<file path="config.mk">
export PLATFORM = sky130hd
export DESIGN_NAME = control_sequencer
export DESIGN_NICKNAME = d
export VERILOG_FILES = /design/src/rtl/control_sequencer.sv
export SDC_FILE = /design/constraint.sdc
export NUM_CORES = 1
export LEC_CHECK = 0
export ABC_AREA = 1
export ABC_CLOCK_PERIOD_IN_PS = 1250
export BUFFER_PORTS_ARGS = -buffer_cell sky130_fd_sc_hd__buf_2
export CAP_MARGIN = 20
export CELL_PAD_IN_SITES_DETAIL_PLACEMENT = 1
export CELL_PAD_IN_SITES_GLOBAL_PLACEMENT = 1
export CORE_UTILIZATION = 33
export DETAILED_ROUTE_END_ITERATION = 6
export PLACE_DENSITY = 0.77
export SLEW_MARGIN = 20
export SYNTH_ARGS = -nofsm -noshare
export SYNTH_HDL_FRONTEND = slang
export SYNTH_HIERARCHICAL = 1
export SYNTH_SLANG_ARGS = --single-unit
</file>
<file path="constraint.sdc">
create_clock -name i_clk -period 1.25 [get_ports i_clk]
set_input_delay 0.0625 -clock i_clk [delete_from_list [all_inputs] [get_ports i_clk]]
set_output_delay 0.0625 -clock i_clk [all_outputs]
set_load 0.005 [all_outputs]
</file>
<file path="src/rtl/control_sequencer.sv">
// Byte-serial control sequencer: fetches 1- or 2-byte instructions and issues one
// cycle of registered datapath control strobes per retired instruction.
module control_sequencer (
    input  logic        i_clk,
    input  logic        i_nReset,
    input  logic [7:0]  i_instrData,
    input  logic        i_instrValid,
    output logic        o_instrReady,
    input  logic        i_aluFlagN,
    input  logic        i_aluFlagZ,
    output logic        o_ctrlAluOE,
    output logic        o_ctrlAluSub,
    output logic        o_ctrlAluShiftLeft,
    output logic        o_ctrlRegWr0,
    output logic        o_ctrlRegWr1,
    output logic        o_ctrlRegBusSel,
    output logic        o_ctrlRegBusEn,
    output logic        o_ctrlAluSel,
    output logic [1:0]  o_ctrlAluOp,
    output logic [7:0]  o_busOverride,
    output logic        o_busOverrideEn,
    output logic        o_branchTaken,
    output logic        o_illegal,
    output logic [15:0] o_instrCount
);

    typedef enum logic [1:0] {
        FETCH  = 2'd0,
        DECODE = 2'd1,
        IMM    = 2'd2,
        EXEC   = 2'd3
    } state_t;

    localparam logic [2:0] OP_NOP = 3'b000;
    localparam logic [2:0] OP_LDI = 3'b001;
    localparam logic [2:0] OP_ALU = 3'b010;
    localparam logic [2:0] OP_MOV = 3'b011;
    localparam logic [2:0] OP_BR  = 3'b100;

    state_t      state_r;
    state_t      stateNext_s;
    logic [7:0]  instrReg_r;
    logic [2:0]  opcode_s;
    logic        flagN_r;
    logic        flagZ_r;
    logic [15:0] instrCount_r;

    logic        aluOE_s,    aluOE_r;
    logic        aluSub_s,   aluSub_r;
    logic        aluShl_s,   aluShl_r;
    logic        regWr0_s,   regWr0_r;
    logic        regWr1_s,   regWr1_r;
    logic        busSel_s,   busSel_r;
    logic        busEn_s,    busEn_r;
    logic        aluSel_s,   aluSel_r;
    logic [1:0]  aluOp_s,    aluOp_r;
    logic [7:0]  override_s, override_r;
    logic        ovrEn_s,    ovrEn_r;
    logic        branch_s,   branch_r;
    logic        illegal_s,  illegal_r;

    // Branch condition evaluated against the flags captured by the last ALU op.
    function automatic logic branchCond(input logic [1:0] cond, input logic flagN, input logic flagZ);
        logic taken;
        case (cond)
            2'b00:   taken = flagZ;
            2'b01:   taken = flagN;
            2'b10:   taken = ~flagZ;
            2'b11:   taken = 1'b1;
            default: taken = 1'b0;
        endcase
        return taken;
    endfunction

    assign opcode_s = instrReg_r[7:5];

    // Ready is a pure state decode, gated by reset so it is low while reset is held.
    assign o_instrReady = i_nReset & ((state_r == FETCH) | (state_r == IMM));

    // State register.
    always_ff @(posedge i_clk) begin
        if (!i_nReset) begin
            state_r <= FETCH;
        end else begin
            state_r <= stateNext_s;
        end
    end

    // Next-state decode.
    always_comb begin
        stateNext_s = state_r;
        case (state_r)
            FETCH: begin
                if (i_instrValid) begin
                    stateNext_s = DECODE;
                end else begin
                    stateNext_s = FETCH;
                end
            end
            DECODE: begin
                case (opcode_s)
                    OP_LDI:  stateNext_s = IMM;
                    OP_NOP:  stateNext_s = EXEC;
                    OP_ALU:  stateNext_s = EXEC;
                    OP_MOV:  stateNext_s = EXEC;
                    OP_BR:   stateNext_s = EXEC;
                    default: stateNext_s = FETCH;
                endcase
            end
            IMM: begin
                if (i_instrValid) begin
                    stateNext_s = EXEC;
                end else begin
                    stateNext_s = IMM;
                end
            end
            EXEC:    stateNext_s = FETCH;
            default: stateNext_s = FETCH;
        endcase
    end

    // Output decode: computes the strobes for the coming cycle so they can be registered.
    always_comb begin
        aluOE_s    = 1'b0;
        aluSub_s   = 1'b0;
        aluShl_s   = 1'b0;
        regWr0_s   = 1'b0;
        regWr1_s   = 1'b0;
        busSel_s   = 1'b0;
        busEn_s    = 1'b0;
        aluSel_s   = 1'b0;
        aluOp_s    = 2'b00;
        override_s = 8'h00;
        ovrEn_s    = 1'b0;
        branch_s   = 1'b0;
        illegal_s  = 1'b0;
        case (state_r)
            DECODE: begin
                case (opcode_s)
                    OP_ALU: begin
                        aluOE_s  = 1'b1;
                        aluOp_s  = instrReg_r[4:3];
                        aluSub_s = instrReg_r[2];
                        aluShl_s = instrReg_r[0];
                        aluSel_s = 1'b0;
                        regWr0_s = ~instrReg_r[1];
                        regWr1_s = instrReg_r[1];
                    end
                    OP_MOV: begin
                        busEn_s  = 1'b1;
                        busSel_s = instrReg_r[0];
                        regWr0_s = instrReg_r[0];
                        regWr1_s = ~instrReg_r[0];
                    end
                    OP_BR: begin
                        branch_s = branchCond(instrReg_r[1:0], flagN_r, flagZ_r);
                    end
                    OP_NOP: begin
                        illegal_s = 1'b0;
                    end
                    OP_LDI: begin
                        illegal_s = 1'b0;
                    end
                    default: begin
                        illegal_s = 1'b1;
                    end
                endcase
            end
            IMM: begin
                // The immediate goes straight into the override register as it is accepted.
                if (i_instrValid) begin
                    override_s = i_instrData;
                    ovrEn_s    = 1'b1;
                    regWr0_s   = ~instrReg_r[0];
                    regWr1_s   = instrReg_r[0];
                end else begin
                    ovrEn_s    = 1'b0;
                end
            end
            default: begin
                ovrEn_s = 1'b0;
            end
        endcase
    end

    // Registered control, pulse and override outputs.
    always_ff @(posedge i_clk) begin
        if (!i_nReset) begin
            aluOE_r    <= 1'b0;
            aluSub_r   <= 1'b0;
            aluShl_r   <= 1'b0;
            regWr0_r   <= 1'b0;
            regWr1_r   <= 1'b0;
            busSel_r   <= 1'b0;
            busEn_r    <= 1'b0;
            aluSel_r   <= 1'b0;
            aluOp_r    <= 2'b00;
            override_r <= 8'h00;
            ovrEn_r    <= 1'b0;
            branch_r   <= 1'b0;
            illegal_r  <= 1'b0;
        end else begin
            aluOE_r    <= aluOE_s;
            aluSub_r   <= aluSub_s;
            aluShl_r   <= aluShl_s;
            regWr0_r   <= regWr0_s;
            regWr1_r   <= regWr1_s;
            busSel_r   <= busSel_s;
            busEn_r    <= busEn_s;
            aluSel_r   <= aluSel_s;
            aluOp_r    <= aluOp_s;
            override_r <= override_s;
            ovrEn_r    <= ovrEn_s;
            branch_r   <= branch_s;
            illegal_r  <= illegal_s;
        end
    end

    // Instruction register, captured ALU flags and retired-instruction counter.
    always_ff @(posedge i_clk) begin
        if (!i_nReset) begin
            instrReg_r   <= 8'h00;
            flagN_r      <= 1'b0;
            flagZ_r      <= 1'b0;
            instrCount_r <= 16'h0000;
        end else begin
            if ((state_r == FETCH) && i_instrValid) begin
                instrReg_r <= i_instrData;
            end
            if (state_r == EXEC) begin
                instrCount_r <= instrCount_r + 16'd1;
                if (opcode_s == OP_ALU) begin
                    flagN_r <= i_aluFlagN;
                    flagZ_r <= i_aluFlagZ;
                end
            end
        end
    end

    assign o_ctrlAluOE        = aluOE_r;
    assign o_ctrlAluSub       = aluSub_r;
    assign o_ctrlAluShiftLeft = aluShl_r;
    assign o_ctrlRegWr0       = regWr0_r;
    assign o_ctrlRegWr1       = regWr1_r;
    assign o_ctrlRegBusSel    = busSel_r;
    assign o_ctrlRegBusEn     = busEn_r;
    assign o_ctrlAluSel       = aluSel_r;
    assign o_ctrlAluOp        = aluOp_r;
    assign o_busOverride      = override_r;
    assign o_busOverrideEn    = ovrEn_r;
    assign o_branchTaken      = branch_r;
    assign o_illegal          = illegal_r;
    assign o_instrCount       = instrCount_r;

    control_sequencer_checker u_checker (
        .i_clk    (i_clk),
        .i_nReset (i_nReset),
        .state    (state_r),
        .regWr0   (regWr0_r),
        .regWr1   (regWr1_r),
        .ctrlAny  (aluOE_r | aluSub_r | aluShl_r | regWr0_r | regWr1_r | busSel_r | busEn_r |
                   aluSel_r | (|aluOp_r) | ovrEn_r | branch_r),
        .illegal  (illegal_r)
    );

endmodule

// Structural invariants of the sequencer outputs.
module control_sequencer_checker (
    input logic       i_clk,
    input logic       i_nReset,
    input logic [1:0] state,
    input logic       regWr0,
    input logic       regWr1,
    input logic       ctrlAny,
    input logic       illegal
);

    // Never write both registers at once.
    assert property (@(posedge i_clk) disable iff (!i_nReset) !(regWr0 && regWr1))
        else $error("both register write strobes active");

    // Datapath strobes only appear in the execute state.
    assert property (@(posedge i_clk) disable iff (!i_nReset) (state != 2'd3) |-> !ctrlAny)
        else $error("control strobe outside execute");

    // Illegal-opcode indication is a single-cycle pulse.
    assert property (@(posedge i_clk) disable iff (!i_nReset) illegal |=> !illegal)
        else $error("illegal pulse longer than one cycle");

endmodule

</file>
==> results of run 1 <==
[cell families after synthesis]
group | count (synthesis) | synth area share [%]
xor gates and xnor gates | 1 | 0.4594
other | 1 | 0.1967
DFF | 48 | 50.39
AOI/OAI and AO/OA | 45 | 12.60
adders and majority gates | 5 | 3.281
and+or+nand+nor | 106 | 24.28
buffers and inverters | 42 | 8.792
[power groups by stage]
stage                     Clock (mW)  Sequential, mW  Combinational [mW]
after floorplan                    0            1.63               0.151
after detailed placement           0            1.64               0.272
after CTS                       1.23            1.61               0.328
final                           1.20            1.61               0.362
after global placement             0            1.63               0.262
after global routing            1.31            1.62               0.403
[cells in the mapped netlist]
master / instances
dfxtp_1: 48
nor2_1: 46
nand2_1: 37
inv_1: 36
a21oi_1: 20
o21ai_0: 18
nand3_1: 9
ha_1: 5
nor3_1: 5
nor2_4: 4
a31oi_1: 2
buf_2: 2
buf_4: 2
nand2_2: 2
a211oi_1: 1
buf_1: 1
conb_1: 1
inv_2: 1
nand2_4: 1
nand4_1: 1
nor2_2: 1
o211ai_1: 1
o21a_1: 1
o21bai_1: 1
o31ai_1: 1
xor2_1: 1
[registers in the layout (all words and copies together) (netlist names), named ones only]
signal / flops
flagN_r: 1
flagZ_r: 1
instrReg_r: 8
o_branchTaken: 1
o_busOverride: 8
o_busOverrideEn: 1
o_ctrlAluOE: 1
o_ctrlAluOp: 2
o_ctrlAluShiftLeft: 1
o_ctrlAluSub: 1
o_ctrlRegBusEn: 1
o_ctrlRegBusSel: 1
o_ctrlRegWr0: 1
o_ctrlRegWr1: 1
o_illegal: 1
o_instrCount: 16
state_r: 1
[placed cells by master, fill, tap and decap left out, types with 2 or more instances in the layout]
cell	synthesis	final
buf_2	2	49
dfxtp_1	48	42
nor2_1	46	39
nand2_1	37	35
inv_1	36	30
a21oi_1	20	17
buf_4	2	16
o21ai_0	18	14
dlygate4sd3_1	0	10
nor2_2	1	7
nand3_1	9	6
clkbuf_8	0	6
inv_2	1	5
nor3_1	5	5
nor2_4	4	5
ha_4	0	4
dfxtp_2	0	4
nand2_2	2	3
o21ai_1	0	3
a21oi_2	0	3
nand3_2	0	3
a31oi_1	2	2
nand2_4	1	2
dfxtp_4	0	2
[metal layers]
layer	GRT usage, %	wire length [um]	vias to the layer above	share of wire [%]
met3	5.930	293	6	5.4
met4	4.074	52	0	0.95
met2	34.42	2893	48	53
li1	-	-	932	-
met1	20.52	2216	877	41
met5	0	0	-	0
[worst register-to-register path: stages, from the launching register on]
cell	delay (ns)
dfxtp_4	0.40
ha_4	0.18
buf_4	0.12
buf_4	0.12
nand3_2	0.07
o21ai_0	0.21
nor2_1	0.08
[worst max-delay path by stage]
stage	start	end	slack (ns)	depth (start not counted)
floorplan	state_r[0]	o_instrCount[9]	-0.02	9
global placement	state_r[0]	o_instrCount[13]	-0.01	6
detailed placement	state_r[0]	o_instrCount[9]	-0.08	8
CTS	register	o_instrReady	-0.03	5
global route	register	o_instrCount[9]	-0.12	8
finish	register	o_instrCount[4]	-0.04	6
[area by class of cell]
type | instances | area [um2] | share of cell area, %
sequential | 48 | 973.4 | 35.70
multi-input combinational | 158 | 898.4 | 32.95
timing repair buffer | 77 | 496.7 | 18.22
inverter | 37 | 146.4 | 5.369
tap | 72 | 90.09 | 3.304
clock buffer | 6 | 82.58 | 3.029
clock inverter | 2 | 38.79 | 1.423
[timing repair]
action | 4_1_cts | 5_1_grt
pin swaps | 6 | 8
hold buffers | 10 | 0
resized for setup | 13 | 33
setup buffers | 4 | 2
setup endpoints to repair | 10 | 34
hold endpoints to repair | 10 | 0
cloned | 0 | 0
[through the flow]
stage / total power [mW] / instances
floorplan: 1.784 / 248
global placement: 1.896 / 376
detailed placement: 1.908 / 376
CTS: 3.160 / 398
global route: 3.330 / 400
finish: 3.176 / 400
==> flow_metrics.py, run 1 <==
metrics = {
    "yosys": {
        "syn_nets": 266,
        "yosysTopAreaCell": "dfxtp_1",
        "syn-cell-area_um2": 1907,
        "yosys_warnings": 6,
        "synthCells": 248,
        "synth.area.top_cells": "dfxtp_1, nor2_1, nand2_1",
        "post_synth.cell_area_avg_um2": 7.689,
        "synth_top_area_share_pct": 50.39,
        "synth.ff_latch_count": 48,
        "yosysSeqAreaShare_pct": 50.39,
        "yosysUniqueCellTypes": 26,
    },
    "detailed_routing": {
        "avgRoutedWirePerCell_um": 13.64,
        "ant_nets": 0,
        "drt-initial-drc-count": 28,
        "vias": 1863,
        "drcViolationCount": 0,
        "viasPerCell": 4.658,
        "first_pass_iters": 4,
        "routed_wirelength_um": 5456,
    },
    "power": {
        "comb_power_share_pct": 11.4,
        "p_seq_share_pct": 50.8,
        "power.switching_mw": 0.7814,
        "clkPwrFrac_pct": 37.8,
        "powerDensity_nw_per_um2": 1165,
        "leakage_nw": 1.234,
        "p_int_mw": 2.394,
        "p_sw_share_pct": 24.61,
        "peakVddDrop_mv": 0.7654,
    },
    "clocking": {
        "path_clk_slew_ns": 0.09,
        "cts_tree": "done",
        "htreeDepth": 2,
        "cts_inserted_buffers": 5,
        "clock_sinks": 48,
        "cts_root_buf": "clkbuf_8",
        "clk_path_buf_depth": 2,
        "clock_latency_ns": 0.30,
    },
    "die": {
        "initial_utilization_pct": 34.42,
        "dieArea_um2": 6086,
        "die_h_um": 78.02,
        "core-area_um2": 5540,
        "ios": 51,
        "row_count": 27,
        "die_w_um": 78.02,
    },
    "worst_hold_path": {
        "whs_path_depth": 3,
        "hold_path_end": "state_r[0]",
        "worstHoldStart": "i_instrValid",
        "hp-class": "in2reg",
    },
    "timing": {
        "rsz0062_at_grt": "true",
        "min_period_over_period_pct": 103.2,
        "finalSetupTns_ns": -0.1167,
        "max_freq_ghz": 0.7753,
        "fin_ws_ns": -0.03977,
        "finalHoldViolCount": 0,
        "whs_ns": 0.02883,
        "timing.final.crit_period_ns": 1.290,
        "slew_violations": 0,
        "setup_violations": 5,
        "worst_clock_skew_ns": 0.009976,
    },
    "layout": {
        "final_area_um2": 2726,
        "antenna_cells": 0,
        "final_layout_size_suffix_gt1_share_pct": 35.98,
        "utilization_pct": 49.21,
        "fill_cells": 716,
        "fin_nets": 345,
        "area_growth_pct": 42.98,
    },
    "placed_design": {
        "post_dp_cell_area_um2": 2321,
        "dp_worst_setup_slack_ns": -0.07811,
        "dp_hpwl_um": 3600,
        "port_buffers": 49,
        "globalplace.congestion": 0.7595,
    },
    "worst_setup_path": {
        "regToRegEndpoint": "o_instrCount[4]",
        "r2r_slack_ns": -0.04,
        "cpPeakStageDelay_ns": 0.40,
        "arrival_ns": 1.48,
        "path_cells": "ha_4 -> buf_4 -> buf_4 -> nand3_2 -> o21ai_0 -> nor2_1",
        "cp_common_cell": "buf_4",
        "path_buf_inv": 2,
        "crit_path_max_fanout": 4,
        "reg2regPathDepth": 6,
        "end_kind": "register",
        "startpoint_type": "register",
        "path_class": "reg2reg",
        "cp_top_family": "flip-flops",
        "cp.required_ns": 1.44,
        "crit_slowest_cell": "dfxtp_4",
    },
    "global_routing": {
        "grt_pass1_wl_um": 8866,
        "track_usage_pct": 18.54,
        "grt_pass1_vias": 1980,
        "grt_antenna_before_repair": 0,
        "grt_overflow": 0,
        "grt_max_degree": 18,
    },
    "run_status": {
        "violations": "setup timing",
        "status": "finished with violations",
    },
    "flow_run": {
        "maxCapViolCount": 0,
    },
}
No activity file was read; power rests on OpenSTA's default activity.
==> inputs of run 2 (changes only) <==
--- a/config.mk
+++ b/config.mk
@@ -11,6 +11,7 @@
 export CAP_MARGIN = 20
 export CELL_PAD_IN_SITES_DETAIL_PLACEMENT = 1
 export CELL_PAD_IN_SITES_GLOBAL_PLACEMENT = 1
+export CORE_MARGIN = 3
 export CORE_UTILIZATION = 33
 export DETAILED_ROUTE_END_ITERATION = 6
 export PLACE_DENSITY = 0.77
==> run 2 against run 1 <==
  * The flow still finishes with violations (setup timing)
  * Count of clock-buffer cells in the layout decreased by 1
  * Clock skew decreased by 0.0048 ns
  * Highest routed layer unchanged
  * Critical path type is now reg2out
  * Setup slack got worse by 0.014 ns
  * Sequential share of layout area decreased by 0.28 points
  * Global-route usage decreased by 1.4 points
==> flow_metrics.py, run 2 (synthesis gave the netlist of run 1 again) <==
metrics = {
    "worst_setup_path": {
        "end_kind": "output pin",
        "startpoint_type": "register",
        "reg2regPathDepth": 8,
        "cp.required_ns": 1.19,
        "r2r_slack_ns": -0.04,
        "crit_slowest_cell": "dfxtp_4",
        "cpPeakStageDelay_ns": 0.40,
        "path_cells": "buf_6 -> ha_4 -> nor2_4 -> nor2_2 -> buf_2",
        "arrival_ns": 1.24,
        "crit_path_max_fanout": 3,
        "path_class": "reg2out",
        "regToRegEndpoint": "o_instrCount[9]",
    },
    "clocking": {
        "clk_path_buf_depth": 2,
        "htreeDepth": 2,
        "clock_latency_ns": 0.31,
        "cts_inserted_buffers": 5,
        "clock_sinks": 48,
        "cts_tree": "done",
        "cts_root_buf": "clkbuf_8",
        "path_clk_slew_ns": 0.09,
    },
    "timing": {
        "setup_violations": 4,
        "finalHoldViolCount": 0,
        "fin_ws_ns": -0.05416,
        "worst_clock_skew_ns": 0.005217,
        "rsz0062_at_grt": "true",
        "max_freq_ghz": 0.7668,
        "slew_violations": 0,
        "whs_ns": 0.04942,
        "min_period_over_period_pct": 104.3,
        "timing.final.crit_period_ns": 1.304,
    },
    "power": {
        "leakage_nw": 1.244,
        "powerDensity_nw_per_um2": 1148,
        "peakVddDrop_mv": 0.7411,
    },
    "global_routing": {
        "grt_max_degree": 16,
        "grt_pass1_wl_um": 8728,
        "grt_antenna_before_repair": 0,
        "grt_pass1_vias": 1853,
        "track_usage_pct": 17.16,
        "grt_overflow": 0,
    },
    "layout": {
        "final_area_um2": 2755,
        "fin_nets": 347,
        "fill_cells": 693,
        "largest_register_ffs": 16,
        "layout_commonest_cell": "buf_2",
        "seqCellArea_um2": 975.9,
        "antenna_cells": 0,
        "multi_input_area_um2": 918.4,
        "layout_common_cells": "buf_2, dfxtp_1, nor2_1",
        "final_layout_size_suffix_gt1_share_pct": 38.48,
        "area_growth_pct": 44.49,
    },
    "die": {
        "die_w_um": 82.02,
        "dieArea_um2": 6726,
        "row_count": 27,
        "ios": 51,
        "core-area_um2": 5540,
        "die_h_um": 82.02,
        "initial_utilization_pct": 34.42,
    },
    "run_status": {
        "status": "finished with violations",
        "violations": "setup timing",
    },
    "detailed_routing": {
        "routed_wirelength_um": 5498,
        "drcViolationCount": 0,
        "ant_nets": 0,
        "first_pass_iters": 3,
        "vias": 1873,
        "avgRoutedWirePerCell_um": 13.68,
        "viasPerCell": 4.659,
        "drt-initial-drc-count": 27,
    },
    "worst_hold_path": {
        "worstHoldStart": "i_instrValid",
        "whs_path_depth": 3,
        "hold_path_end": "state_r[0]",
        "hp-class": "in2reg",
    },
    "placed_design": {
        "dp_hpwl_um": 3862,
        "post_dp_cell_area_um2": 2344,
        "globalplace.congestion": 0.7744,
        "port_buffers": 49,
    },
    "flow_run": {
        "maxCapViolCount": 0,
    },
}
[run 2: cell count changes in the layout (fill, tap and decap cells not counted), moves of 3 or more]
cell,delta
nand3_1,+3
nor2_2,+3
nor2_1,-4
nand3_2,-3
nand2_1,-4
nand2_2,+3
[run 2: repair_timing]
item / in CTS / in global routing
hold endpoints to repair: 10 / 0
resized for setup: 16 / 39
pin swaps: 11 / 9
buffers inserted: 6 / 1
cloned: 0 / 0
setup endpoints to repair: 16 / 39
hold buffers: 10 / 0
[run 2: per-stage QoR]
step / power (mW) / util, % / cells / worst slack, ns / setup TNS [ns]
final: 3.162 / 49.73 / 402 / -0.05416 / -0.1323
after global routing: 3.311 / 49.73 / 402 / -0.1361 / -1.309
after CTS: 3.134 / 47.85 / 402 / -0.03580 / -0.1196
after detailed placement: 1.925 / 42.30 / 379 / -0.06696 / -0.2422
after global placement: 1.912 / 42.30 / 379 / -0.005882 / -0.007822
after floorplan: 1.784 / - / 248 / -0.01992 / -0.02711
[run 2: area by class of cell]
| type | count | share of cell area [%] |
|---|---|---|
| timing repair buffer | 79 | 18.71 |
| multi-input combinational | 158 | 33.33 |
| clock inverter | 3 | 1.544 |
| sequential | 48 | 35.42 |
| inverter | 37 | 5.223 |
| clock buffer | 5 | 2.498 |
| tap | 72 | 3.270 |
[run 2: how the worst max path moves through the flow]
| stage | from | to | slack, ns | cells past startpoint |
|---|---|---|---|---|
| final | register | o_instrReady | -0.05 | 5 |
| after detailed placement | register | o_instrCount[13] | -0.07 | 6 |
| after global placement | state_r[0] | o_instrCount[9] | -0.006 | 8 |
| after floorplan | state_r[0] | o_instrCount[9] | -0.02 | 9 |
| after global routing | state_r[0] | o_instrReady | -0.14 | 5 |
| after CTS | register | o_instrCount[9] | -0.04 | 7 |
[run 2: metal layers]
layer | wire, um | global-route usage [%]
met3 | 274 | 3.947
met1 | 2274 | 18.75
met4 | 121 | 5.980
met2 | 2827 | 32.07
met5 | 0 | 0
[run 2: critical path: cells and delay by family (launching register included)]
kind                       cells  cell delay (ns)
and+or+nand+nor                2             0.14
DFF                            1             0.40
adders and majority gates      1             0.15
buffers and inverters          2             0.24
[run 2: power breakdown]
part | switching, mW | leakage (nW) | internal (mW)
Sequential | 0.0345 | 0.393 | 1.58
Clock | 0.542 | 0.0541 | 0.592
Combinational | 0.225 | 0.796 | 0.192
==> inputs of run 3 (changes only) <==
--- a/config.mk
+++ b/config.mk
@@ -8,13 +8,15 @@
 export ABC_AREA = 1
 export ABC_CLOCK_PERIOD_IN_PS = 1250
 export BUFFER_PORTS_ARGS = -buffer_cell sky130_fd_sc_hd__buf_2
-export CAP_MARGIN = 20
+export CAP_MARGIN = 15
 export CELL_PAD_IN_SITES_DETAIL_PLACEMENT = 1
 export CELL_PAD_IN_SITES_GLOBAL_PLACEMENT = 1
 export CORE_MARGIN = 3
-export CORE_UTILIZATION = 33
+export CORE_UTILIZATION = 35
+export CTS_BUF_LIST = sky130_fd_sc_hd__clkbuf_8
 export DETAILED_ROUTE_END_ITERATION = 6
-export PLACE_DENSITY = 0.77
+export HOLD_SLACK_MARGIN = 0.02
+export PLACE_DENSITY = 0.81
 export SLEW_MARGIN = 20
 export SYNTH_ARGS = -nofsm -noshare
 export SYNTH_HDL_FRONTEND = slang
==> run 3 against run 2 <==
  * The flow still finishes with violations (setup timing)
  * Power shrank 7.8%
  * Setup slack gained 0.033 ns
  * Global-route usage grew 0.26 points
  * First-iteration DRC count grew 41%
  * Final cell count grew 0.25%
  * Non-clock buffer count grew 3
  * Clock skew grew 0.0055 ns
  * Critical path depth grew 3
  * Die area shrank 5.3%
  * Via count shrank 0.32%
  * Flip-flop and latch count is the same
  * Critical path type is now reg2reg
==> flow_metrics.py, run 3 (synthesis gave the netlist of run 1 again) <==
metrics = {
    "run_status": {
        "status": "finished with violations",
        "violations": "setup timing",
    },
    "layout": {
        "layout_commonest_cell": "buf_2",
        "largest_register_ffs": 16,
        "fin_nets": 350,
        "final_layout_size_suffix_gt1_share_pct": 34.83,
        "final_area_um2": 2711,
        "area_growth_pct": 42.19,
        "utilization_pct": 52.42,
        "antenna_cells": 0,
        "fill_cells": 662,
        "layout_common_cells": "buf_2, dfxtp_1, nor2_1",
    },
    "global_routing": {
        "grt_pass1_vias": 1925,
        "track_usage_pct": 17.42,
        "grt_overflow": 0,
        "grt_antenna_before_repair": 0,
        "grt_max_degree": 17,
        "grt_pass1_wl_um": 8576,
    },
    "power": {
        "powerDensity_nw_per_um2": 1076,
        "leakage_nw": 1.244,
        "p_seq_share_pct": 55.2,
        "clkPwrFrac_pct": 32.6,
        "p_int_mw": 2.183,
        "finalPower_mw": 2.916,
        "power.switching_mw": 0.7331,
        "comb_power_share_pct": 12.2,
        "peakVddDrop_mv": 0.6528,
        "p_sw_share_pct": 25.14,
    },
    "clocking": {
        "cts_root_buf": "clkbuf_8",
        "clock_latency_ns": 0.30,
        "cts_tree": "done",
        "htreeDepth": 2,
        "clock_sinks": 48,
        "path_clk_slew_ns": 0.09,
        "clk_path_buf_depth": 2,
        "cts_inserted_buffers": 5,
    },
    "timing": {
        "worst_clock_skew_ns": 0.01074,
        "slew_violations": 0,
        "rsz0062_at_grt": "true",
        "whs_ns": 0.1677,
        "setup_violations": 3,
        "finalSetupTns_ns": -0.03027,
        "min_period_over_period_pct": 101.7,
        "max_freq_ghz": 0.7866,
        "timing.final.crit_period_ns": 1.271,
        "finalHoldViolCount": 0,
        "fin_ws_ns": -0.02127,
    },
    "detailed_routing": {
        "ant_nets": 0,
        "drcViolationCount": 0,
        "top_layer_used": "met4",
        "drt-initial-drc-count": 38,
        "route.met3.wl_um": 211,
        "routed_wirelength_um": 5110,
        "vias": 1867,
        "first_pass_iters": 3,
        "met1_length_um": 2067,
        "viasPerCell": 4.633,
        "avgRoutedWirePerCell_um": 12.68,
        "route.met2.wl_um": 2761,
    },
    "worst_setup_path": {
        "reg2regPathDepth": 8,
        "r2r_slack_ns": -0.02,
        "crit_path_max_fanout": 5,
        "regToRegEndpoint": "o_instrCount[9]",
        "startpoint_type": "register",
        "crit_end": "o_instrCount[9]",
        "path_class": "reg2reg",
        "cp.required_ns": 1.46,
        "end_kind": "register",
        "arrival_ns": 1.48,
    },
    "placed_design": {
        "globalplace.congestion": 0.8071,
        "dp_hpwl_um": 3577,
        "post_dp_cell_area_um2": 2328,
        "port_buffers": 49,
    },
    "worst_hold_path": {
        "hp-class": "in2reg",
    },
    "die": {
        "die_w_um": 79.81,
        "ios": 51,
        "initial_utilization_pct": 36.87,
        "core-area_um2": 5172,
        "dieArea_um2": 6370,
        "row_count": 26,
        "die_h_um": 79.81,
    },
    "flow_run": {
        "maxCapViolCount": 0,
    },
}
run 3: critical path: stages, from the launching register on:
cell and delay [ns]:
dfxtp_4 0.39, ha_4 0.17, nand2_4 0.06, nor2_4 0.17
nand2_4 0.10, nor2_4 0.13, nand3_2 0.07, nand2_1 0.06
nor2_1 0.04
run 3: cell type report:
class / instances / area, um2 / area share, %
clock buffers: 6 / 82.58 / 3.046
clock inverters: 2 / 11.26 / 0.4153
inverters: 37 / 143.9 / 5.307
multi-input cells: 158 / 894.6 / 32.99
flip-flops and latches: 48 / 970.9 / 35.81
well taps: 70 / 87.58 / 3.230
repair buffers: 82 / 520.5 / 19.20
run 3: metal layers:
layer  GRT usage (%)  up-vias
li1                -      941
met5               0        -
met2           33.39       39
met4           6.081        0
met1           18.49      880
met3           3.837        7
run 3: worst min path at each step:
stage / from / to / slack, ns / depth (start not counted)
finish: i_nReset / o_instrCount[12] / 0.17 / 3
global route: i_nReset / o_ctrlAluOE / 0.17 / 3
CTS: i_nReset / o_instrCount[12] / 0.12 / 3
detailed placement: i_instrData[1] / o_busOverride[1] / 0.30 / 3
global placement: i_instrData[7] / o_busOverride[7] / 0.29 / 3
floorplan: i_instrData[0] / o_busOverride[0] / 0.17 / 2
run 3: repair_timing:
item	CTS	global route
endpoints found under the setup margin	17	32
pin swaps	10	9
hold buffers	11	0
hold endpoints to repair	11	0
resized for setup	17	23
setup buffers	6	1
run 3: metrics by stage:
| step | instances | setup WS [ns] |
|---|---|---|
| 2_1_floorplan | 248 | -0.01992 |
| 3_3_place_gp | 377 | -0.03327 |
| 3_5_place_dp | 377 | -0.1220 |
| 4_1_cts | 402 | -0.02360 |
| 5_1_grt | 403 | -0.1236 |
| 6_report | 403 | -0.02127 |
run 3: power groups by stage:
stage,combinational (mW),clock (mW),sequential [mW]
6_report,0.356,0.952,1.61
5_1_grt,0.408,1.07,1.62
4_1_cts,0.331,1.00,1.61
3_5_place_dp,0.262,0,1.64
3_3_place_gp,0.255,0,1.63
2_1_floorplan,0.151,0,1.63
